## src/rtl/vga_sync_decoder.sv

```systemverilog
// Recovers pixel coordinates, line/frame measurements and a lock state from an
// HSYNC/VSYNC pair sampled on the same pixel clock as the timing source.
module vga_sync_decoder #(
    parameter int H_TOTAL     = 800,
    parameter int H_PULSE     = 96,
    parameter int H_BACK      = 48,
    parameter int H_ACTIVE    = 640,
    parameter int V_TOTAL     = 525,
    parameter int V_PULSE     = 2,
    parameter int V_BACK      = 33,
    parameter int V_ACTIVE    = 480,
    parameter int LOCK_FRAMES = 2
) (
    input  logic       clock,
    input  logic       reset,
    input  logic       vga_hs,
    input  logic       vga_vs,
    output logic [9:0] pix_x,
    output logic [9:0] pix_y,
    output logic       pix_valid,
    output logic       frame_start,
    output logic       locked,
    output logic       sync_err,
    output logic [9:0] h_total_meas,
    output logic [9:0] v_total_meas
);

    localparam logic [10:0] H_TOT_L = 11'(H_TOTAL);
    localparam logic [10:0] V_TOT_L = 11'(V_TOTAL);
    localparam logic [10:0] X_START = 11'(H_PULSE + H_BACK);
    localparam logic [10:0] X_END   = 11'(H_PULSE + H_BACK + H_ACTIVE);
    localparam logic [10:0] Y_START = 11'(V_PULSE + V_BACK);
    localparam logic [10:0] Y_END   = 11'(V_PULSE + V_BACK + V_ACTIVE);
    localparam logic [3:0]  LOCK_N  = 4'(LOCK_FRAMES);

    typedef enum logic [1:0] {SEARCH, CHECK, LOCKED} state_t;

    state_t     state_q, state_d;
    logic       hs_dly_q, hs_dly_d, vs_dly_q, vs_dly_d;
    logic       vs_fell_q, vs_fell_d;
    logic [9:0] x_pos_q, x_pos_d, y_pos_q, y_pos_d;
    logic [3:0] good_cnt_q, good_cnt_d;
    logic       frame_bad_q, frame_bad_d;
    logic       seen_line_q, seen_line_d, seen_frame_q, seen_frame_d;
    logic [9:0] pix_x_q, pix_x_d, pix_y_q, pix_y_d;
    logic       pix_valid_q, pix_valid_d, frame_start_q, frame_start_d;
    logic       locked_q, locked_d, sync_err_q, sync_err_d;
    logic [9:0] h_meas_q, h_meas_d, v_meas_q, v_meas_d;

    logic        line_start, vs_fall, frame_start_i, x_sat, line_bad, frame_len_bad, in_window;
    logic [10:0] x_inc, y_inc;

    always_comb begin
        line_start    = hs_dly_q & ~vga_hs;
        vs_fall       = vs_dly_q & ~vga_vs;
        frame_start_i = line_start & (vs_fell_q | vs_fall);
        x_inc         = {1'b0, x_pos_q} + 11'd1;
        y_inc         = {1'b0, y_pos_q} + 11'd1;
        // Counter stuck at its ceiling with no HSYNC arriving: the source is gone.
        x_sat         = (x_pos_q == 10'h3FF) & ~line_start;
        line_bad      = line_start & seen_line_q & (x_inc != H_TOT_L);
        frame_len_bad = (y_inc != V_TOT_L);

        hs_dly_d     = vga_hs;
        vs_dly_d     = vga_vs;
        vs_fell_d    = line_start ? 1'b0 : (vs_fell_q | vs_fall);
        state_d      = state_q;
        good_cnt_d   = good_cnt_q;
        frame_bad_d  = frame_bad_q;
        seen_line_d  = seen_line_q | line_start;
        seen_frame_d = seen_frame_q | frame_start_i;
        h_meas_d     = h_meas_q;
        v_meas_d     = v_meas_q;
        sync_err_d   = 1'b0;

        if (line_start)
            x_pos_d = 10'd0;
        else if (x_pos_q == 10'h3FF)
            x_pos_d = x_pos_q;
        else
            x_pos_d = x_inc[9:0];

        if (frame_start_i)
            y_pos_d = 10'd0;
        else if (line_start && y_pos_q != 10'h3FF)
            y_pos_d = y_inc[9:0];
        else
            y_pos_d = y_pos_q;

        if (line_start && seen_line_q)
            h_meas_d = x_inc[9:0];
        if (frame_start_i && seen_frame_q)
            v_meas_d = y_inc[9:0];

        case (state_q)
            SEARCH: begin
                if (frame_start_i) begin
                    state_d     = CHECK;
                    good_cnt_d  = 4'd0;
                    frame_bad_d = 1'b0;
                end
            end
            CHECK: begin
                if (frame_start_i) begin
                    frame_bad_d = 1'b0;
                    if (frame_bad_q | line_bad | frame_len_bad) begin
                        good_cnt_d = 4'd0;
                    end else begin
                        good_cnt_d = good_cnt_q + 4'd1;
                        if (good_cnt_q + 4'd1 == LOCK_N)
                            state_d = LOCKED;
                    end
                end else if (line_bad) begin
                    frame_bad_d = 1'b1;
                end
            end
            LOCKED: begin
                if (line_bad || (frame_start_i && frame_len_bad)) begin
                    state_d     = CHECK;
                    good_cnt_d  = 4'd0;
                    sync_err_d  = 1'b1;
                    // A mid-frame failure taints the frame still in progress.
                    frame_bad_d = line_bad & ~frame_start_i;
                end
            end
            default: state_d = SEARCH;
        endcase

        if (x_sat) begin
            state_d      = SEARCH;
            sync_err_d   = (state_q == LOCKED);
            seen_line_d  = 1'b0;
            seen_frame_d = 1'b0;
            good_cnt_d   = 4'd0;
            frame_bad_d  = 1'b0;
        end

        locked_d      = (state_q == LOCKED);
        frame_start_d = frame_start_i;
        in_window     = ({1'b0, x_pos_d} >= X_START) && ({1'b0, x_pos_d} < X_END) &&
                        ({1'b0, y_pos_d} >= Y_START) && ({1'b0, y_pos_d} < Y_END);
        pix_valid_d   = in_window & locked_d;
        pix_x_d       = pix_valid_d ? (x_pos_d - X_START[9:0]) : 10'd0;
        pix_y_d       = pix_valid_d ? (y_pos_d - Y_START[9:0]) : 10'd0;
    end

    always_ff @(posedge clock) begin
        if (reset) begin
            state_q       <= SEARCH;
            hs_dly_q      <= 1'b0;
            vs_dly_q      <= 1'b0;
            vs_fell_q     <= 1'b0;
            x_pos_q       <= 10'd0;
            y_pos_q       <= 10'd0;
            good_cnt_q    <= 4'd0;
            frame_bad_q   <= 1'b0;
            seen_line_q   <= 1'b0;
            seen_frame_q  <= 1'b0;
            pix_x_q       <= 10'd0;
            pix_y_q       <= 10'd0;
            pix_valid_q   <= 1'b0;
            frame_start_q <= 1'b0;
            locked_q      <= 1'b0;
            sync_err_q    <= 1'b0;
            h_meas_q      <= 10'd0;
            v_meas_q      <= 10'd0;
        end else begin
            state_q       <= state_d;
            hs_dly_q      <= hs_dly_d;
            vs_dly_q      <= vs_dly_d;
            vs_fell_q     <= vs_fell_d;
            x_pos_q       <= x_pos_d;
            y_pos_q       <= y_pos_d;
            good_cnt_q    <= good_cnt_d;
            frame_bad_q   <= frame_bad_d;
            seen_line_q   <= seen_line_d;
            seen_frame_q  <= seen_frame_d;
            pix_x_q       <= pix_x_d;
            pix_y_q       <= pix_y_d;
            pix_valid_q   <= pix_valid_d;
            frame_start_q <= frame_start_d;
            locked_q      <= locked_d;
            sync_err_q    <= sync_err_d;
            h_meas_q      <= h_meas_d;
            v_meas_q      <= v_meas_d;
        end
    end

    assign pix_x        = pix_x_q;
    assign pix_y        = pix_y_q;
    assign pix_valid    = pix_valid_q;
    assign frame_start  = frame_start_q;
    assign locked       = locked_q;
    assign sync_err     = sync_err_q;
    assign h_total_meas = h_meas_q;
    assign v_total_meas = v_meas_q;

endmodule

```

## config.mk

```make
export PLATFORM = sky130hd
export DESIGN_NAME = vga_sync_decoder
export DESIGN_NICKNAME = d
export VERILOG_FILES = /design/src/rtl/vga_sync_decoder.sv
export SDC_FILE = /design/constraint.sdc
export NUM_CORES = 1
export LEC_CHECK = 0
export ABC_AREA = 1
export CORE_MARGIN = 5
export CORE_UTILIZATION = 62
export CTS_BUF_LIST = sky130_fd_sc_hd__clkbuf_2 sky130_fd_sc_hd__clkbuf_4 sky130_fd_sc_hd__clkbuf_8
export DETAILED_ROUTE_END_ITERATION = 8
export GPL_TIMING_DRIVEN = 0
export PLACE_DENSITY_LB_ADDON = 0.3
export SLEW_MARGIN = 10
export SYNTH_ARGS = -nofsm -noshare
export SYNTH_HDL_FRONTEND = slang
export SYNTH_SLANG_ARGS = --single-unit
```

## constraint.sdc

```tcl
create_clock -name clock -period 4.62 [get_ports clock]
set_clock_uncertainty 0.05 [all_clocks]
set_input_delay 1.386 -clock clock [delete_from_list [all_inputs] [get_ports clock]]
set_output_delay 1.386 -clock clock [all_outputs]
set_load 0.01 [all_outputs]
```

# Word level (Yosys, flattened, before mapping)
# Index checks and enable logic that the tools add are counted.
# Widths: inputs -> output; s select.
dict set report totals {
  ff_bits 76
  latchBits 0
  ram_bits 0
  romBits 0
  out_inout_bits 44
  word_cells 97
  n_memories 0
}
dict set report classes {
  addsub 5
  mul 0
  div_mod_pow 0
  n_lt_le_gt_ge 4
  n_eq_ne 13
  shift 0
  n_mux 23
  bitwise 18
  n_reduce_logical 16
}
# op n
set ops {}
lappend ops {{$mux 10} 4}
lappend ops {{$add 10x1->11 const B} 2}
lappend ops {{$ne 11x10->1 const B} 2}
lappend ops {{$lt 10x10->1 const B} 2}
lappend ops {{$mux 4} 4}
lappend ops {{$pmux 4 s3} 1}
lappend ops {{$eq 10x10->1 const B} 1}
lappend ops {{$ge 10x6->1 const B} 1}
lappend ops {{$ge 10x8->1 const B} 1}
lappend ops {{$mux 2} 5}
lappend ops {{$ne 10x10->1 const B} 1}
lappend ops {{$sub 10x6->10 const B} 1}
lappend ops {{$sub 10x8->10 const B} 1}
lappend ops {{$and 1x1->1} 8}
lappend ops {{$ne 2x2->1 const B} 4}
lappend ops {{$reduce_and 4->1} 2}
lappend ops {{$logic_and 1x1->1} 7}
lappend ops {{$mux 1} 7}
lappend ops {{$pmux 2 s3} 1}
lappend ops {{$reduce_or 2->1} 3}
lappend ops {{$not 1->1} 5}
lappend ops {{$or 1x1->1} 5}
lappend ops {{$reduce_and 5->1} 1}
lappend ops {{$add 4x1->4 const B} 1}
lappend ops {{9 further kinds} 9}

# Longest topological paths before layout
dict set report logic_depth {
  depth_word 11
  ltp_mapped 22
  ltp_nobuf 21
}

# Worst setup path before layout
# OpenSTA, ideal clock, no wires.
dict set report synth_path {
  kind {in2reg}
  startpoint {input port vga_hs}
  endpoint {register pix_x_q[9], in the netlist pix_x[9]}
  setup_time_ns 0.114
  arrival_time_ns 3.002
  setup_slack_ns 1.455
  path_stages 20
  n_path_buf 2
  path_cell_list {inv_1 > nand2_1 > inv_1 > nand2_4 > buf_12 > xor2_1 > nand2_1 > inv_1 > ha_1 > inv_1 > nand2_1 > inv_1 > nand2_2 > nand2_2 > nand2_1 > nand2_1 > nand2_2 > nand2_2 > buf_6 > nor2_2}
}
dict set report synth_between {
  elab_chain_len 11
}
# item line
set synth_lines {}
lappend synth_lines {{start, declared} 16} ;# input logic vga_hs,
lappend synth_lines {{$not 1->1 *} 54} ;# line_start = hs_dly_q & ~vga_hs;
lappend synth_lines {{$and 1x1->1 *} 54}
lappend synth_lines {{$logic_and 1x1->1} 85} ;# else if (line_start && y_pos_q != 10'h3FF)
lappend synth_lines {{$mux 10} 85}
lappend synth_lines {{$mux 10 *} 83} ;# if (frame_start_i)
lappend synth_lines {{named net y_pos_d[0]} 41} ;# logic [9:0] x_pos_q, x_pos_d, y_pos_q, y_pos_d;
lappend synth_lines {{$ge 10x6->1} 141} ;# ({1'b0, y_pos_d} >= Y_START) && ({1'b0, y_pos_d} < Y_END);
lappend synth_lines {{$logic_and 1x1->1} 140} ;# in_window = ({1'b0, x_pos_d} >= X_START) && ({1'b0, x_pos_d} < X_END) &&
lappend synth_lines {{$logic_and 1x1->1 *} 141}
lappend synth_lines {{$and 1x1->1 *} 142} ;# pix_valid_d = in_window & locked_d;
lappend synth_lines {{$not 1->1 (no source line) *} n/a}
lappend synth_lines {{$reduce_or 2->1 (no source line) *} n/a}
lappend synth_lines {{end signal, assigned} 178} ;# pix_x_q <= pix_x_d;
lappend synth_lines {{end, declared} 45} ;# logic [9:0] pix_x_q, pix_x_d, pix_y_q, pix_y_d;
# Mark *: on every way through the listed nets, which the timed path passes. The rest lies on a longest branch.
# A chain may end at the register's enable or synchronous reset.

# Final worst setup path
dict set report layout_path {
  startpoint {input port vga_hs}
  endpoint {register pix_y_q[0], in the netlist pix_y[0]}
}
dict set report layout_between {
  elab_chain_len 11
}
# item line
set layout_lines {}
lappend layout_lines {{$not 1->1 *} 54}
lappend layout_lines {{$and 1x1->1 *} 54}
lappend layout_lines {{$logic_and 1x1->1} 85}
lappend layout_lines {{$mux 10} 85}
lappend layout_lines {{$mux 10 *} 83}
lappend layout_lines {{named net y_pos_d[0]} 41}
lappend layout_lines {{$ge 10x6->1} 141}
lappend layout_lines {{$logic_and 1x1->1} 140}
lappend layout_lines {{$logic_and 1x1->1} 141}
lappend layout_lines {{$and 1x1->1} 142}
lappend layout_lines {{$not 1->1 (no source line)} n/a}
lappend layout_lines {{$reduce_or 2->1 (no source line)} n/a}
lappend layout_lines {{end signal, assigned} 179} ;# pix_y_q <= pix_y_d;
lappend layout_lines {{end, declared} 45}
# Marked as above.

==> impl_metrics.env <==
export IMPL_outcome="completed"
export IMPL_diodes=0
export IMPL_drc=0
export IMPL_post_place_cells=644
export IMPL_synth_cells=523
export IMPL_clockBufferDepth=2
export IMPL_rsz0062_at_grt="false"
export IMPL_synth_seq_area_share_pct=39.6
export IMPL_cts_setup_buffers=0
export IMPL_ant_nets=0
export IMPL_p_switching_mw=0.480
export IMPL_setup_worst_path_start_class="input pin"
export IMPL_max_freq_mhz=279
export IMPL_htree_levels=3
export IMPL_cts_root_buf="clkbuf_8"
export IMPL_holdCritPathClass="reg2reg"
export IMPL_holdBufCountCts=0
export IMPL_end_kind="flop"
export IMPL_drt_vias_per_instance=5.20
export IMPL_min_to="seen_line_q$_SDFF_PP0_"
export IMPL_worst_slew_pin_slew_ns=0.570
export IMPL_drv_cap=0
export IMPL_pin_count=48
export IMPL_cts_buffers=9
export IMPL_synth_area_mm2=0.00385
export IMPL_cts_sinks=76
export IMPL_fin_crit_sh_pct=77.5
export IMPL_antenna_found_initial=0
export IMPL_syn_avg_cell_area_um2=7.35
export IMPL_grt_max_degree=14
export IMPL_start_util_pct=64.2
export IMPL_hold_depth=2
export IMPL_netlist_top_cell_by_area="dfxtp_1"
export IMPL_slew_limit_headroom_pct=61.6
export IMPL_setup_viol=0
export IMPL_grt_pass1_vias=3298
export IMPL_drt_met1_wl_mm=3.75
export IMPL_finalHoldViolCount=0
export IMPL_p_leak_nw=2.21
export IMPL_grt_util_all_layers_pct=24.2
export IMPL_syn_nets=539
export IMPL_synth_edf_count=0
export IMPL_pwr_share_comb_pct=19.8
export IMPL_finalMaxSlewViolations=0
export IMPL_intPower_mw=1.05
export IMPL_synth_area_leaders="dfxtp_1 (40%), nand2_1 (10%), nor2_1 (7.5%)"
export IMPL_seq_power_share_pct=47.0
export IMPL_layoutNonFillerInstCount=660
export IMPL_synth_flop_cell="dfxtp_1"
export IMPL_ff2ff_setup_slack_ns=1.73
export IMPL_arrival_ns=3.81
export IMPL_p_per_area_mw_per_mm2=333
export IMPL_finalCriticalPeriod_ns=3.58
export IMPL_wl_met3_um=531
export IMPL_place_congestion=0.876
export IMPL_dp_hpwl_mm=6.58
export IMPL_grt_pass1_wl_mm=14.9
export IMPL_dr_pass1_iters=5
export IMPL_wire_per_inst_um=13.2
export IMPL_wirelength_mm=8.69
export IMPL_dieHeight_um=88.8
export IMPL_dieWidth_um=88.8
export IMPL_clkLatencyLatePin_ns=0.35
export IMPL_core_rowCount=28
export IMPL_synthArstFlopShare_pct=0
export IMPL_p_clk_share_pct=33.2
export IMPL_reg2reg_to="pix_y[0]$_SDFF_PP0_"
export IMPL_io_buffers=46
export IMPL_rr_startpoint="y_pos_q[1]$_SDFF_PP0_"
export IMPL_vdd_drop_max_v=0.000316
export IMPL_worstHoldStart="seen_line_q$_SDFF_PP0_"
export IMPL_die_area_mm2=0.00788
export IMPL_yosysTopAreaCellShare_pct=39.6
export IMPL_gr_total_overflow=0
export IMPL_ys_warnings_count=0
export IMPL_cp_required_ns=4.85
export IMPL_tritoncts="done"
export IMPL_core_mm2=0.00599
export IMPL_num_vias=3432
export IMPL_crit_fanout=10
export IMPL_fin_nets=596
export IMPL_drt_iter0_drc=216
export IMPL_finish_instance_area_mm2=0.00460
export IMPL_ys_types=41
export IMPL_ctsResizeCount=0
export IMPL_dpl_instance_area_mm2=0.00440
export IMPL_sw_frac_of_total_pct=31.4
export IMPL_crit_type="in2reg"
export IMPL_fin_util_pct=76.7
export IMPL_routed_wl_met2_mm=4.27
export IMPL_tns_ns=0
export IMPL_layout_drive_gt1_share_pct=14.7
export IMPL_clk_pin_slew_ns=0.08
export IMPL_routed_top_layer="met4"
export IMPL_area_growth_pct=19.5
export IMPL_yosys_register_bits=76
export IMPL_reg2regPathDepth=21
==> cells by family after synthesis <==
logic type | after synthesis | share of synthesized area (%)
and+or+nand+nor | 268 | 34.3
adders and majority gates | 12 | 3.90
buffers and inverters | 90 | 9.76
DFF | 76 | 39.6
xor gates and xnor gates | 11 | 2.51
AOI/OAI and AO/OA | 66 | 9.99
==> worst max-delay path by stage <==
| stage | from | end | slack [ns] | cells past startpoint |
|---|---|---|---|---|
| global placement | vga_hs | pix_y[0]$_SDFF_PP0_ | 0.76 | 16 |
| floorplan | vga_hs | pix_x[9]$_SDFF_PP0_ | 1.45 | 20 |
| CTS | vga_hs | pix_y[2]$_SDFF_PP0_ | 1.07 | 20 |
| finish | vga_hs | pix_y[0]$_SDFF_PP0_ | 1.04 | 20 |
| detailed placement | vga_hs | pix_y[2]$_SDFF_PP0_ | 0.72 | 20 |
| global route | vga_hs | pix_y[2]$_SDFF_PP0_ | 0.79 | 21 |
==> area by class of cell <==
cell class / instances / area [µm²]
multi-input cells: 357 / 1950
fillers: 458 / 1390
plain buffers: 13 / 86.3
flip-flops and latches: 76 / 1520
inverters: 77 / 289
clock buffers: 10 / 131
repair buffers: 46 / 460
well taps: 75 / 93.8
clock inverters: 6 / 65.1
==> cells in the final DEF (no fill, tap or decap), types with 3 or more instances in the layout <==
cell / n
nand2_1: 104
nor2_1: 77
dfxtp_1: 76
inv_1: 71
clkdlybuf4s50_1: 46
nand3_1: 28
o21ai_0: 28
nor2_2: 23
a21oi_1: 16
ha_1: 12
nand2_2: 11
xor2_1: 9
clkbuf_8: 9
clkbuf_1: 7
inv_2: 6
nor2_4: 5
nand3_2: 4
o21a_1: 4
a31oi_1: 3
o21ai_1: 3
nor3_1: 3
o211ai_1: 3
==> cells in the mapped netlist, types with 2 or more instances <==
| cell type | n |
|---|---|
| a21oi_1 | 16 |
| a21oi_2 | 2 |
| a31oi_1 | 3 |
| buf_2 | 2 |
| buf_6 | 2 |
| clkbuf_1 | 7 |
| dfxtp_1 | 76 |
| ha_1 | 12 |
| inv_1 | 71 |
| inv_2 | 6 |
| nand2_1 | 104 |
| nand2_2 | 11 |
| nand2_4 | 2 |
| nand3_1 | 28 |
| nand3_2 | 4 |
| nand3_4 | 2 |
| nor2_1 | 77 |
| nor2_2 | 23 |
| nor2_4 | 5 |
| nor3_1 | 3 |
| nor3_2 | 2 |
| o211ai_1 | 3 |
| o21a_1 | 4 |
| o21ai_0 | 28 |
| o21ai_1 | 3 |
| o21ai_2 | 2 |
| o21bai_1 | 2 |
| xnor2_1 | 2 |
| xor2_1 | 9 |
==> stage by stage <==
stage	power (mW)	hold slack [ns]	setup WS (ns)
final	1.53	0.412	1.04
after floorplan	0.963	0.379	1.45
after CTS	1.53	0.410	1.07
after detailed placement	1.03	0.397	0.721
after global routing	1.62	0.433	0.791
after global placement	1.01	0.391	0.764
==> metal layers <==
layer | GRT usage, % | vias up
li1 | - | 1749
met1 | 29.8 | 1563
met2 | 41.5 | 108
met3 | 5.12 | 12
met4 | 8.79 | 0
met5 | 0 | -
==> power by group through the flow <==
stage	Clock (mW)	Combinational, mW	Sequential (mW)
4_1_cts	0.513	0.299	0.719
2_1_floorplan	0	0.235	0.728
3_3_place_gp	0	0.280	0.731
6_report	0.508	0.303	0.720
3_5_place_dp	0	0.295	0.734
5_1_grt	0.544	0.348	0.724
==> worst max-delay path, cell delays in order <==
cell	delay [ns]
clkdlybuf4s50_1	0.46
inv_1	0.05
nand2_1	0.07
inv_1	0.09
nand2_1	0.21
buf_4	0.23
nand2_1	0.08
inv_1	0.10
ha_1	0.19
inv_1	0.05
nand2_1	0.09
inv_1	0.05
nand2_2	0.09
nand2_2	0.08
nand2_1	0.10
nand2_1	0.07
nand2_2	0.09
nand2_2	0.06
buf_6	0.16
nor2_2	0.11
==> state kept, by name, summed over array words and instances, names as in the netlist, 2 cells and up <==
| signal | cells |
|---|---|
| x_pos_q | 10 |
| h_total_meas | 10 |
| state_q | 2 |
| v_total_meas | 10 |
| good_cnt_q | 4 |
| pix_y | 10 |
| pix_x | 10 |
| y_pos_q | 10 |
Power figures use the tool's default switching activity.
